===== src/rtl/rggen_host_arbiter_pkg.sv =====
// Shared types for the register-bus host arbiter.
package rggen_host_arbiter_pkg;

  // Arbiter control flow: pick a host, run one bus access, pulse its ack.
  typedef enum logic [1:0] {
    IDLE    = 2'd0,
    ACCESS  = 2'd1,
    RESPOND = 2'd2
  } state_e;

  // Completion status of a single bus access.
  typedef enum logic {
    STATUS_OK    = 1'b0,
    STATUS_ERROR = 1'b1
  } access_status_e;

  localparam int MAX_HOSTS = 8;

endpackage


===== src/rtl/rggen_host_arbiter_round_robin.sv =====
// Round-robin selector: the lowest requesting host at or above the pointer
// wins; if none sits at or above it, the search wraps to host 0.
module rggen_round_robin_arbiter #(
  parameter int HOSTS = 2,
  parameter int PTR_W = (HOSTS > 1) ? $clog2(HOSTS) : 1
) (
  input  logic [HOSTS-1:0] request,
  input  logic [PTR_W-1:0] pointer,
  output logic [HOSTS-1:0] grant
);

  logic [HOSTS-1:0] upper_mask;
  logic [HOSTS-1:0] upper_req;

  // Hosts at or above the pointer get first pick.
  assign upper_mask = ~((HOSTS'(1) << pointer) - HOSTS'(1));
  assign upper_req  = request & upper_mask;

  // Isolate the lowest set bit of the chosen search window.
  always_comb begin
    if (|upper_req) grant = upper_req & (~upper_req + HOSTS'(1));
    else            grant = request & (~request + HOSTS'(1));
  end

endmodule


===== src/rtl/rggen_host_arbiter.sv =====
// Multi-host register-bus arbiter: one access in flight at a time, hosts
// granted round-robin, single-cycle ack back to the winner.
// Optional feature: define RGGEN_HOST_ARBITER_TIMEOUT_EN to abort accesses
// that wait TIMEOUT_CYCLES without i_bus_ready (reported as an error).
module rggen_host_arbiter
  import rggen_host_arbiter_pkg::*;
#(
  parameter int HOSTS          = 2,
  parameter int ADDRESS_WIDTH  = 7,
  parameter int DATA_WIDTH     = 32,
  parameter int TIMEOUT_CYCLES = 16
) (
  input  logic                                clk,
  input  logic                                rst,
  input  logic [HOSTS-1:0]                    i_request,
  input  logic [HOSTS-1:0]                    i_write,
  input  logic [HOSTS-1:0][ADDRESS_WIDTH-1:0] i_address,
  input  logic [HOSTS-1:0][DATA_WIDTH-1:0]    i_write_data,
  output logic [HOSTS-1:0]                    o_ack,
  output logic [DATA_WIDTH-1:0]               o_read_data,
  output logic                                o_error,
  output logic                                o_bus_valid,
  output logic                                o_bus_write,
  output logic [ADDRESS_WIDTH-1:0]            o_bus_address,
  output logic [DATA_WIDTH-1:0]               o_bus_write_data,
  input  logic                                i_bus_ready,
  input  logic [DATA_WIDTH-1:0]               i_bus_read_data,
  input  logic                                i_bus_error
);

  localparam int PTR_W = (HOSTS > 1) ? $clog2(HOSTS) : 1;

  state_e         state;
  logic [PTR_W-1:0] pointer;
  logic [PTR_W-1:0] win_idx;
  logic [HOSTS-1:0] grant;
  logic [PTR_W-1:0] grant_idx;
  access_status_e bus_status;

`ifdef RGGEN_HOST_ARBITER_TIMEOUT_EN
  localparam int TMR_W = $clog2(TIMEOUT_CYCLES + 1);
  logic [TMR_W-1:0] timer;
`endif

  rggen_round_robin_arbiter #(
    .HOSTS (HOSTS),
    .PTR_W (PTR_W)
  ) u_rr (
    .request (i_request),
    .pointer (pointer),
    .grant   (grant)
  );

  // One-hot grant to a host index for field muxing.
  always_comb begin
    grant_idx = '0;
    for (int i = 0; i < HOSTS; i++) begin
      if (grant[i]) grant_idx = PTR_W'(i);
    end
  end

  assign bus_status = i_bus_error ? STATUS_ERROR : STATUS_OK;

  // Arbiter FSM; every host- and bus-facing output is registered here.
  always_ff @(posedge clk) begin
    if (rst) begin
      state            <= IDLE;
      pointer          <= '0;
      win_idx          <= '0;
      o_ack            <= '0;
      o_read_data      <= '0;
      o_error          <= 1'b0;
      o_bus_valid      <= 1'b0;
      o_bus_write      <= 1'b0;
      o_bus_address    <= '0;
      o_bus_write_data <= '0;
`ifdef RGGEN_HOST_ARBITER_TIMEOUT_EN
      timer            <= '0;
`endif
    end else begin
      case (state)
        IDLE: begin
          o_ack <= '0;
          if (|i_request) begin
            win_idx          <= grant_idx;
            o_bus_valid      <= 1'b1;
            o_bus_write      <= i_write[grant_idx];
            o_bus_address    <= i_address[grant_idx];
            // Reads carry no payload on the bus.
            o_bus_write_data <= i_write[grant_idx] ? i_write_data[grant_idx] : '0;
            state            <= ACCESS;
          end
        end

        ACCESS: begin
          if (i_bus_ready) begin
            o_ack            <= HOSTS'(1) << win_idx;
            o_error          <= (bus_status == STATUS_ERROR);
            // Writes and failed accesses return no data.
            o_read_data      <= (bus_status == STATUS_OK && !o_bus_write) ? i_bus_read_data : '0;
            o_bus_valid      <= 1'b0;
            o_bus_write      <= 1'b0;
            o_bus_address    <= '0;
            o_bus_write_data <= '0;
`ifdef RGGEN_HOST_ARBITER_TIMEOUT_EN
            timer            <= '0;
`endif
            state            <= RESPOND;
          end
`ifdef RGGEN_HOST_ARBITER_TIMEOUT_EN
          else if (timer == TMR_W'(TIMEOUT_CYCLES - 1)) begin
            // Bus never answered: give up and report an error.
            o_ack            <= HOSTS'(1) << win_idx;
            o_error          <= 1'b1;
            o_read_data      <= '0;
            o_bus_valid      <= 1'b0;
            o_bus_write      <= 1'b0;
            o_bus_address    <= '0;
            o_bus_write_data <= '0;
            timer            <= '0;
            state            <= RESPOND;
          end else begin
            timer <= timer + TMR_W'(1);
          end
`endif
        end

        RESPOND: begin
          // Ack is a one-cycle pulse; requests seen now wait for IDLE.
          o_ack       <= '0;
          o_read_data <= '0;
          o_error     <= 1'b0;
          pointer     <= (win_idx == PTR_W'(HOSTS - 1)) ? '0 : win_idx + PTR_W'(1);
          state       <= IDLE;
        end

        default: state <= IDLE;
      endcase
    end
  end

endmodule


===== config.mk =====
export PLATFORM = sky130hd
export DESIGN_NAME = rggen_host_arbiter
export DESIGN_NICKNAME = d
export VERILOG_FILES = /design/src/rtl/rggen_host_arbiter_pkg.sv /design/src/rtl/rggen_host_arbiter_round_robin.sv /design/src/rtl/rggen_host_arbiter.sv
export SDC_FILE = /design/constraint.sdc
export NUM_CORES = 1
export LEC_CHECK = 0
export BUFFER_PORTS_ARGS = -buffer_cell sky130_fd_sc_hd__buf_2
export CORE_ASPECT_RATIO = 1.4
export CORE_MARGIN = 5
export CORE_UTILIZATION = 49
export DETAILED_ROUTE_END_ITERATION = 7
export GPL_TIMING_DRIVEN = 1
export PLACE_DENSITY = 0.82
export SYNTH_ARGS = -nofsm -noshare
export SYNTH_HDL_FRONTEND = slang
export SYNTH_HIERARCHICAL = 1
export SYNTH_SLANG_ARGS = --single-unit

===== constraint.sdc =====
create_clock -name clk -period 3.2 [get_ports clk]
set_clock_uncertainty 0.15 [all_clocks]
set_input_delay 0.16 -clock clk [delete_from_list [all_inputs] [get_ports clk]]
set_output_delay 0.16 -clock clk [all_outputs]
set_load 0.005 [all_outputs]

======== After elaboration in Yosys (flattened, before gate mapping) ========
Cells that the tools add are included.
word-level totals
  word-level logic and storage cells ...... 74
  input bits .............................. 118
  bits in registers ....................... 80
cells by class
  muxes and demuxes ....................... 32
  shifts and indexed selects .............. 2
  $lt $le $gt $ge ......................... 1
  bitwise operators ....................... 7
  reductions and logical operators ........ 14
  equal/unequal tests ..................... 4
  add/sub/neg operators ................... 4
operators by type and width
  operator                                                     number
  two-way mux 32 bit                                           7
  case mux 32 bit (2 select lines)                             2
  two-way mux 7 bit                                            4
  case mux 7 bit (2 select lines)                              1
  two-way mux 1 bit                                            9
  two-way mux 2 bit                                            4
  case mux 2 bit (2 select lines)                              2
  AND reduction 2 bit                                          4
  bitwise AND 2 bit                                            3
  NOT 2 bit                                                    3
  case mux 1 bit (2 select lines)                              3
  nonzero test 2 bit                                           3
  OR reduction 2 bit                                           3
  adder 2 x 1 -> 2 bit (second input constant)                 2
  inequality test 2 bit (second input constant)                2
  left shift 1 x 1 -> 2 bit (first input constant)             2
  AND reduction 3 bit                                          1
  == test 2 x 1 -> 1 bit (second input constant)               1
  == test 2 bit (second input constant)                        1
  zero test 2 bit                                              1
  less-than comparator 1 x 2 -> 1 bit (second input constant)  1
  subtractor 2 bit (second input constant)                     1
  adder 1 bit (second input constant)                          1
  logical AND 1 bit                                            1
  other kinds (2)                                              2

======== Depth between registers and ports, before layout ========
Gate-level depths: netlist (run 1).
  word-level depth ........................ 14
  depth in mapped cells ................... 8
  depth with buffers taken out ............ 5

======== Hierarchy ========
The synthesis (run 1) kept the hierarchy.
by module, submodules not included
  module                     area an instance (um2)  cells an instance  times used
  rggen_host_arbiter         3753.6                  382                1
  rggen_round_robin_arbiter  18.8                    3                  1

======== Worst setup path after synthesis (run 1) ========
Ideal clock, no wire load.
  path type ............................... reg-to-reg
  start ................................... register pointer
  end ..................................... register o_bus_write_data[10]
  slack ................................... 1.367 ns
  clock period less this slack ............ 1.833 ns
  arrival time ............................ 1.594 ns
  cell stages (with the launch flop) ...... 9
  buffers on the path ..................... 3
  data required time ...................... 2.961 ns
  cell sequence ........................... dfxtp_1 > inv_1 > a21boi_1 > buf_4 > mux2i_1 > or4_1 > buf_2 > buf_6 > o32ai_2
on the way
  cells in the longest elaborated chain, start to end .. 14
ends and longest elaborated chain
  what                                                                                        RTL line                              RTL
  start, declared                                                                             rggen_host_arbiter.sv:34              logic [PTR_W-1:0] pointer;
  start signal, assigned                                                                      rggen_host_arbiter.sv:133             pointer <= (win_idx == PTR_W'(HOSTS - 1)) ? '0 : win_idx + PTR_W'(1);
  left shift 1 x 1 -> 2 bit (*)                                                               rggen_host_arbiter_round_robin.sv:16  assign upper_mask = ~((HOSTS'(1) << pointer) - HOSTS'(1));
  subtractor 2 bit (*)                                                                        rggen_host_arbiter_round_robin.sv:16
  NOT 2 bit (*)                                                                               rggen_host_arbiter_round_robin.sv:16
  bitwise AND 2 bit (*)                                                                       rggen_host_arbiter_round_robin.sv:17  assign upper_req = request & upper_mask;
  NOT 2 bit                                                                                   rggen_host_arbiter_round_robin.sv:21  if (|upper_req) grant = upper_req & (~upper_req + HOSTS'(1));
  adder 2 x 1 -> 2 bit                                                                        rggen_host_arbiter_round_robin.sv:21
  bitwise AND 2 bit                                                                           rggen_host_arbiter_round_robin.sv:21
  two-way mux 2 bit (*)                                                                       rggen_host_arbiter_round_robin.sv:21
  via grant[1]                                                                                rggen_host_arbiter.sv:36              logic [HOSTS-1:0] grant;
  two-way mux 1 bit (*)                                                                       rggen_host_arbiter.sv:58              if (grant[i]) grant_idx = PTR_W'(i);
  two-way mux 32 bit (not written as such) or two-way mux 1 bit (tied branches) (2 in a row)  rggen_host_arbiter.sv:90              o_bus_write_data <= i_write[grant_idx] ? i_write_data[grant_idx] : '0;
  two-way mux 32 bit (*)                                                                      rggen_host_arbiter.sv:90
  two-way mux 32 bit (*)                                                                      rggen_host_arbiter.sv:84              if (|i_request) begin
  case mux 32 bit (2 select lines) (*)                                                        rggen_host_arbiter.sv:81              case (state)
  end signal, assigned                                                                        rggen_host_arbiter.sv:90
  end, declared                                                                               rggen_host_arbiter.sv:25              output logic [DATA_WIDTH-1:0] o_bus_write_data,
Mark *: on every way through the listed nets, which the timed path passes. The rest lies on a longest branch. The select of a mux whose other input is x is not followed.
A chain may end at the register's enable or synchronous reset.

======== Worst setup path in the final report (run 1) ========
  start ................................... register pointer
  end ..................................... register o_bus_write_data[29]
The elaborated chain is that of the path after synthesis.

==> flow_summary.toml, run 1 <==
[grt]
antenna_found_initial = 0
grt_pass1_wl_mm = 18.4
grt_max_degree = 99
grt_pass1_vias = 3858
grtUsageTotal = 0.234
gr-total-overflow = 0

[cells_and_area]
drive_gt1_frac = 0.427
layout.nets = 710
fillers = 531
antenna_cells = 0
area_growth_pct = 41.4

[timing]
hold_violations = 0
tightest_slew_ns = 1.02
setup_viol = 0
finalSetupTns_ns = 0
setup_slack_ns = 0.868
max_freq_mhz = 429
fin_crit_ns = 2.33
maxSlewHeadroom = 0.318
maxSlewViolCount = 0
whs_ns = 0.00563
rsz0062_at_grt = "false"
min_period_over_period = 0.729

[place]
post-place-ws_ns = 0.856
portBuffers = 193
gp_congestion = 0.832
dp_hpwl_mm = 7.48

[power]
pwr-share-seq = 0.470
powerDensity_nw_per_um2 = 427
netSwitchingFraction = 0.269
power.internal_mw = 1.66
p_switching_mw = 0.612
p_leak_nw = 2.31
total_power_mw = 2.28
pwr-share-clk = 0.331
pwr-share-comb = 0.199
ir_worst_vdd_mv = 0.273

[clocking]
post_cts_resized = 0
cts_buffers = 9
cts_root_buffer = "clkbuf_8"
cts_tree = "yes"
cts_htree_levels = 3
cts.path.max_buffers = 2
post_cts_buffers = 0
cts.sinks = 80
cts.clk_slew.worst_paths_ns = 0.08
cts_hold_buf = 37
clk_latency_ns = 0.36

[setup_path]
reg2reg_depth = 5
critPathArrivalTime_ns = 2.45
cp_max_fo = 33
crit_type = "reg2reg"
startpoint_type = "flop"
critPathCaptureType = "flop"
worstPathRequired_ns = 3.32

[floorplan]
row_count = 37
start_util = 0.508
core_sq_um = 7410
die_h_microns = 114
dieArea_sq_um = 9560
ios = 194
die_w_microns = 84.1

[drt]
drc = 0
vias = 3838
routedWlPerCell_microns = 16.3
wirelength_mm = 11.3
via_per_inst = 5.53
drt_iter0_drc = 219
drt-pass1-iter-count = 4
antenna_left = 0

[synth]
synth_nets = 502
ys_warn_count = 6
postSynthAreaPerCell_sq_um = 9.80
syn-instance-count = 384
synth_area_sq_um = 3760

[outcome]
status = "completed"

[worst_hold_path]
hp-class = "in2reg"
hold-path-cell-count = 3

[flow_run]
maxCapViolCount = 0
==> per-stage QoR <==
stage / instances / util / area [sq um]
final: 694 / 0.719 / 5320
after global routing: 694 / 0.719 / 5320
after CTS: 694 / 0.719 / 5320
after detailed placement: 641 / 0.642 / 4750
after global placement: 641 / 0.642 / 4750
after floorplan: 384 / - / 3760
==> power groups by stage <==
stage | logic [mW] | clock network (mW) | registers [mW]
floorplan | 0.251 | 0 | 1.09
global placement | 0.402 | 0 | 1.09
global route | 0.492 | 0.807 | 1.08
CTS | 0.451 | 0.766 | 1.07
detailed placement | 0.415 | 0 | 1.09
finish | 0.453 | 0.752 | 1.07
==> metal layers <==
metal  part of all wire  up-vias  wire [microns]  global-route usage
met3              0.074       32             835              0.0614
li1                   -     1834               -                   -
met4              0.033        0             375               0.122
met5                  0        -               0                   0
met2               0.51      179            5760               0.399
met1               0.38     1793            4350               0.266
==> layout make-up <==
class,count,area (sq um),share of cell area
Timing Repair Buffer,239,1410,0.264
Sequential cell,80,1600,0.301
Inverter,1,3.75,0.000705
Clock inverter,3,40.0,0.00752
Multi-Input combinational cell,261,1990,0.374
Tap cell,97,121,0.0228
Clock buffer,13,159,0.0298
==> final timing paths <==
kind / start / endpoint / slack [ns]
worst max-delay path: pointer / o_bus_write_data[29] / 0.87
worst min-delay path: i_write_data[31] / o_bus_write_data[31] / 0.006
worst max register to register: pointer / o_bus_write_data[29] / 0.87
worst min register to register: o_read_data[28] / o_read_data[28] / 0.32
==> state kept, by name (all words and copies together), names as in the netlist <==
name	flops
pointer	1
o_read_data	32
o_bus_address	7
o_bus_write_data	32
o_bus_write	1
win_idx	1
o_error	1
o_bus_valid	1
o_ack	2
state	2
==> placed cells by master, fill, tap and decap left out, drive strengths merged <==
master,instances
buf,202
dfxtp,80
nand3,68
a21oi,45
mux2i,37
dlygate4sd3,37
nand2b,35
o32ai,32
clkbuf,13
o31ai,9
nor2,6
nand2,4
mux2,4
or4,4
nor2b,3
and3b,2
clkinv,2
nor3,2
or2,1
nor4b,1
nand3b,1
and2,1
o21ai,1
nor3b,1
a211oi,1
nand4,1
a31oi,1
bufinv,1
inv,1
a21boi,1
==> worst max-delay path, cell delays in order (launching register included) <==
cell and delay, ns:
dfxtp_1 0.34, inv_1 0.08, a21boi_4 0.17, mux2i_1 0.09, or4_2 1.00, o32ai_1 0.41
(Power assumes the default switching activity.)
==> run 2, diff against run 1 <==
Settings changed: CORE_UTILIZATION 49 to 41, PLACE_DENSITY 0.82 to 0.72.
Clock period 3.2 ns to 2.05 ns, I/O delays scaled along.
==> flow_summary.toml, run 2 (synthesis gave the netlist of run 1 again) <==
[power]
ir_worst_vdd_mv = 0.514
pwr-share-comb = 0.187
p_switching_mw = 1.07
p_leak_nw = 2.61
power.internal_mw = 3.31
pwr-share-clk = 0.430
pwr-share-seq = 0.382
netSwitchingFraction = 0.244
powerDensity_nw_per_um2 = 724

[cells_and_area]
layout_common_cells = "buf_2, dlygate4sd3_1, dfxtp_1"
layout.nets = 760
antenna_cells = 0
area_growth_pct = 60.7
drive_gt1_frac = 0.406
final_util = 0.674
fillers = 682
final_common_cell = "buf_2"
reg.largest.list = "o_bus_write_data x32, o_read_data x32, o_bus_address x7"

[timing]
min_period_over_period = 0.929
rsz0062_at_grt = "false"
finalSetupTns_ns = 0
maxSlewViolCount = 0
setup_viol = 0
tightest_slew_ns = 0.789
hold_violations = 0
max_freq_mhz = 525
maxSlewHeadroom = 0.473
fin_crit_ns = 1.91

[setup_path]
cp-startpoint = "pointer"
reg2reg_depth = 6
critPathCaptureType = "flop"
crit_end = "o_bus_write_data[18]"
r2r_start = "pointer"
startpoint_type = "flop"
crit_type = "reg2reg"
r2r-end = "o_bus_write_data[18]"
critPathArrivalTime_ns = 1.95
cp_max_fo = 21
reg2reg_slack_ns = 0.14
worstPathRequired_ns = 2.10

[grt]
gr-total-overflow = 0
grtUsageTotal = 0.220
antenna_found_initial = 0
grt_pass1_vias = 4105
grt_pass1_wl_mm = 20.0
grt_max_degree = 42

[place]
gp_congestion = 0.753
dp_hpwl_mm = 7.79
portBuffers = 193

[drt]
vias = 4017
drt-pass1-iter-count = 4
wirelength_mm = 12.7
drt_iter0_drc = 165
drc = 0
via_per_inst = 5.33
antenna_left = 0
routedWlPerCell_microns = 16.9

[clocking]
cts.clk_slew.worst_paths_ns = 0.06
cts_buffers = 9
cts_root_buffer = "clkbuf_16"
cts_tree = "yes"
post_cts_buffers = 0
cts.path.max_buffers = 2
cts.sinks = 80
clk_latency_ns = 0.33
cts_htree_levels = 3

[worst_hold_path]
min_from = "i_write_data[35]"
hp-class = "in2reg"

[floorplan]
core_sq_um = 8980
die_h_microns = 123
die_w_microns = 91.0
dieArea_sq_um = 11200
row_count = 41
start_util = 0.419
ios = 194

[flow_run]
maxCapViolCount = 0

[outcome]
status = "completed"
==> run 2: cell types whose count changed in the layout (fill, tap and decap cells not counted), sizes merged <==
cell	delta
dlygate4sd3	+45
buf	+4
bufinv	+2
clkbuf	-1
clkinv	-1
clkinvlp	+1
==> run 2: power groups by stage <==
stage / sequential [mW] / combinational [mW] / clock [mW]
floorplan: 1.71 / 0.391 / 0
global placement: 1.71 / 0.659 / 0
detailed placement: 1.71 / 0.673 / 0
CTS: 1.67 / 0.795 / 1.93
global route: 1.68 / 0.887 / 1.99
finish: 1.67 / 0.821 / 1.89
==> run 2: worst max-delay path: stages (launching register included) <==
cell	delay, ns
dfxtp_1	0.33
inv_1	0.07
a21boi_4	0.17
buf_4	0.33
buf_6	0.31
mux2i_1	0.28
o32ai_2	0.10
==> run 2: worst min path at each step <==
stage	endpoint	slack, ns	depth (start not counted)
3_3_place_gp	o_read_data[6]	0.22	3
3_5_place_dp	o_read_data[20]	0.23	3
6_report	o_bus_write_data[3]	0.003	3
2_1_floorplan	o_read_data[0]	0.12	2
5_1_grt	o_bus_write_data[3]	0.005	3
4_1_cts	o_bus_write_data[4]	0.001	3
==> run 2: cell type report <==
class	count	area, sq um	share of cell area
clock buffers	11	253	0.0418
clock inverters	5	103	0.0170
flip-flops and latches	80	1600	0.265
repair buffers	289	1950	0.323
well taps	107	134	0.0221
inverters	1	3.75	0.000620
multi-input cells	261	2000	0.331
==> run 2: timing repair <==
action	CTS	global route
endpoints found under the setup margin	0	31
resized for setup	0	3
endpoints found under the hold margin	61	0
hold buffers	82	0
==> run 2: layer usage <==
metal | vias to the layer above | GRT usage | part of all wire
met5 | - | 0 | 0
met4 | 0 | 0.0991 | 0.025
met3 | 27 | 0.0736 | 0.083
met2 | 188 | 0.378 | 0.52
met1 | 1865 | 0.246 | 0.37
li1 | 1937 | - | -
==> run 2: stage by stage <==
stage	instances	instance area [sq um]	power, mW	setup WS, ns	hold WS [ns]
final	754	6050	4.38	0.145	0.00250
after global routing	754	6050	4.56	0.0131	0.00484
after CTS	753	6010	4.40	0.0521	0.000961
after detailed placement	655	4830	2.38	0.0590	0.231
after global placement	655	4830	2.36	0.152	0.222
after floorplan	384	3760	2.10	0.234	0.116
==> run 3, diff against run 2 <==
Settings changed: ABC_AREA from default to 1, CORE_UTILIZATION 41 to 40, REMOVE_ABC_BUFFERS from default to 1, SKIP_LAST_GASP from default to 1.
==> flow_summary.toml, run 3 <==
[worst_hold_path]
min_from = "i_write_data[25]"
hp-class = "in2reg"

[cells_and_area]
reg.largest.list = "o_bus_write_data x32, o_read_data x32, o_bus_address x7"
final_common_cell = "nand2_1"
final_cell_area_sq_um = 5690
antenna_cells = 0
layout_common_cells = "nand2_1, buf_2, dlygate4sd3_1"
drive_gt1_frac = 0.312
area_growth_pct = 63.6
fin_cells = 878
layout.nets = 886

[floorplan]
core_sq_um = 8560
die_w_microns = 88.8
dieArea_sq_um = 10700
start_util = 0.406
ios = 194
die_h_microns = 120
row_count = 40

[power]
powerDensity_nw_per_um2 = 716
p_leak_nw = 2.78
p_switching_mw = 1.04
pwr-share-comb = 0.195
power.internal_mw = 3.03
pwr-share-seq = 0.415
ir_worst_vdd_mv = 0.477
netSwitchingFraction = 0.256
pwr-share-clk = 0.390
total_power_mw = 4.08

[setup_path]
cp_max_fo = 31
worstPathRequired_ns = 2.15
critPathArrivalTime_ns = 1.93
cp-startpoint = "state[0]"
r2r_start = "state[0]"
startpoint_type = "flop"
crit_type = "reg2reg"
critPathCaptureType = "flop"

[clocking]
cts.clk_slew.worst_paths_ns = 0.06
clk_latency_ns = 0.33
cts.sinks = 80
post_cts_buffers = 0
cts_buffers = 9
cts_root_buffer = "clkbuf_16"
cts_htree_levels = 3
cts_tree = "yes"
cts.path.max_buffers = 2

[place]
portBuffers = 193
post-place-ws_ns = 0.281
gp_congestion = 0.763
dp.cells = 768
dp_hpwl_mm = 7.22
place_area_sq_um = 4440

[drt]
drt_iter0_drc = 198
via_per_inst = 4.83
drc = 0
drt-pass1-iter-count = 4
routedWlPerCell_microns = 13.4
vias = 4240
antenna_left = 0
wirelength_mm = 11.7

[timing]
finalSetupTns_ns = 0
maxSlewHeadroom = 0.655
min_period_over_period = 0.893
setup_viol = 0
maxSlewViolCount = 0
setup_slack_ns = 0.220
rsz0062_at_grt = "false"
max_freq_mhz = 547
fin_crit_ns = 1.83
tightest_slew_ns = 0.516
hold_violations = 0

[grt]
gr-total-overflow = 0
grt_max_degree = 48
grtUsageTotal = 0.215
grt_pass1_vias = 4220
grt_pass1_wl_mm = 18.4
antenna_found_initial = 0

[synth]
ys_warn_count = 6
synth_area_sq_um = 3480
syn-instance-count = 497
postSynthAreaPerCell_sq_um = 7.00

[flow_run]
maxCapViolCount = 0

[outcome]
status = "completed"
## run 3: layout make-up
cell class	count	area, sq um
Sequential cell	80	1600
Timing Repair Buffer	295	1980
Clock inverter	5	55.1
Clock buffer	11	253
Tap cell	105	131
Fill cell	690	2870
Inverter	18	67.6
Multi-Input combinational cell	364	1600
## run 3: path summary, 6_finish.rpt
kind	end	slack, ns	depth (start not counted)
worst max-delay path	o_read_data[15]	0.22	6
worst max register to register	o_read_data[15]	0.22	6
worst min-delay path	o_bus_write_data[25]	0.005	5
worst min register to register	o_read_data[8]	0.31	2
## run 3: worst max-delay path: stages (launching register included)
cell	delay [ns]
dfxtp_1	0.54
inv_2	0.06
nand2_1	0.15
nand2_1	0.13
inv_2	0.38
nand2_1	0.15
a21oi_1	0.17
## run 3: power groups by stage
stage	combinational [mW]	clock [mW]	sequential, mW
6_report	0.795	1.59	1.69
3_5_place_dp	0.643	0	1.72
3_3_place_gp	0.631	0	1.72
5_1_grt	0.883	1.71	1.70
4_1_cts	0.782	1.63	1.69
2_1_floorplan	0.312	0	1.73
## run 3: per-layer routing
layer / global-route usage / wire length (microns) / vias up
met3: 0.0545 / 947 / 36
met4: 0.108 / 420 / 0
li1: - / - / 2121
met2: 0.374 / 5940 / 191
met1: 0.236 / 4420 / 1892
met5: 0 / 0 / -
## run 3: per-stage QoR
step | utilization | hold slack [ns]
3_5_place_dp | 0.519 | 0.209
2_1_floorplan | - | 0.0216
4_1_cts | 0.665 | 0.00174
5_1_grt | 0.665 | 0.0243
6_report | 0.665 | 0.00534
3_3_place_gp | 0.519 | 0.189
## run 3: repair_timing
item / in CTS / in global routing
hold buffers: 94 / 0
hold endpoints to repair: 71 / 0
gates resized for setup: 0 / 0
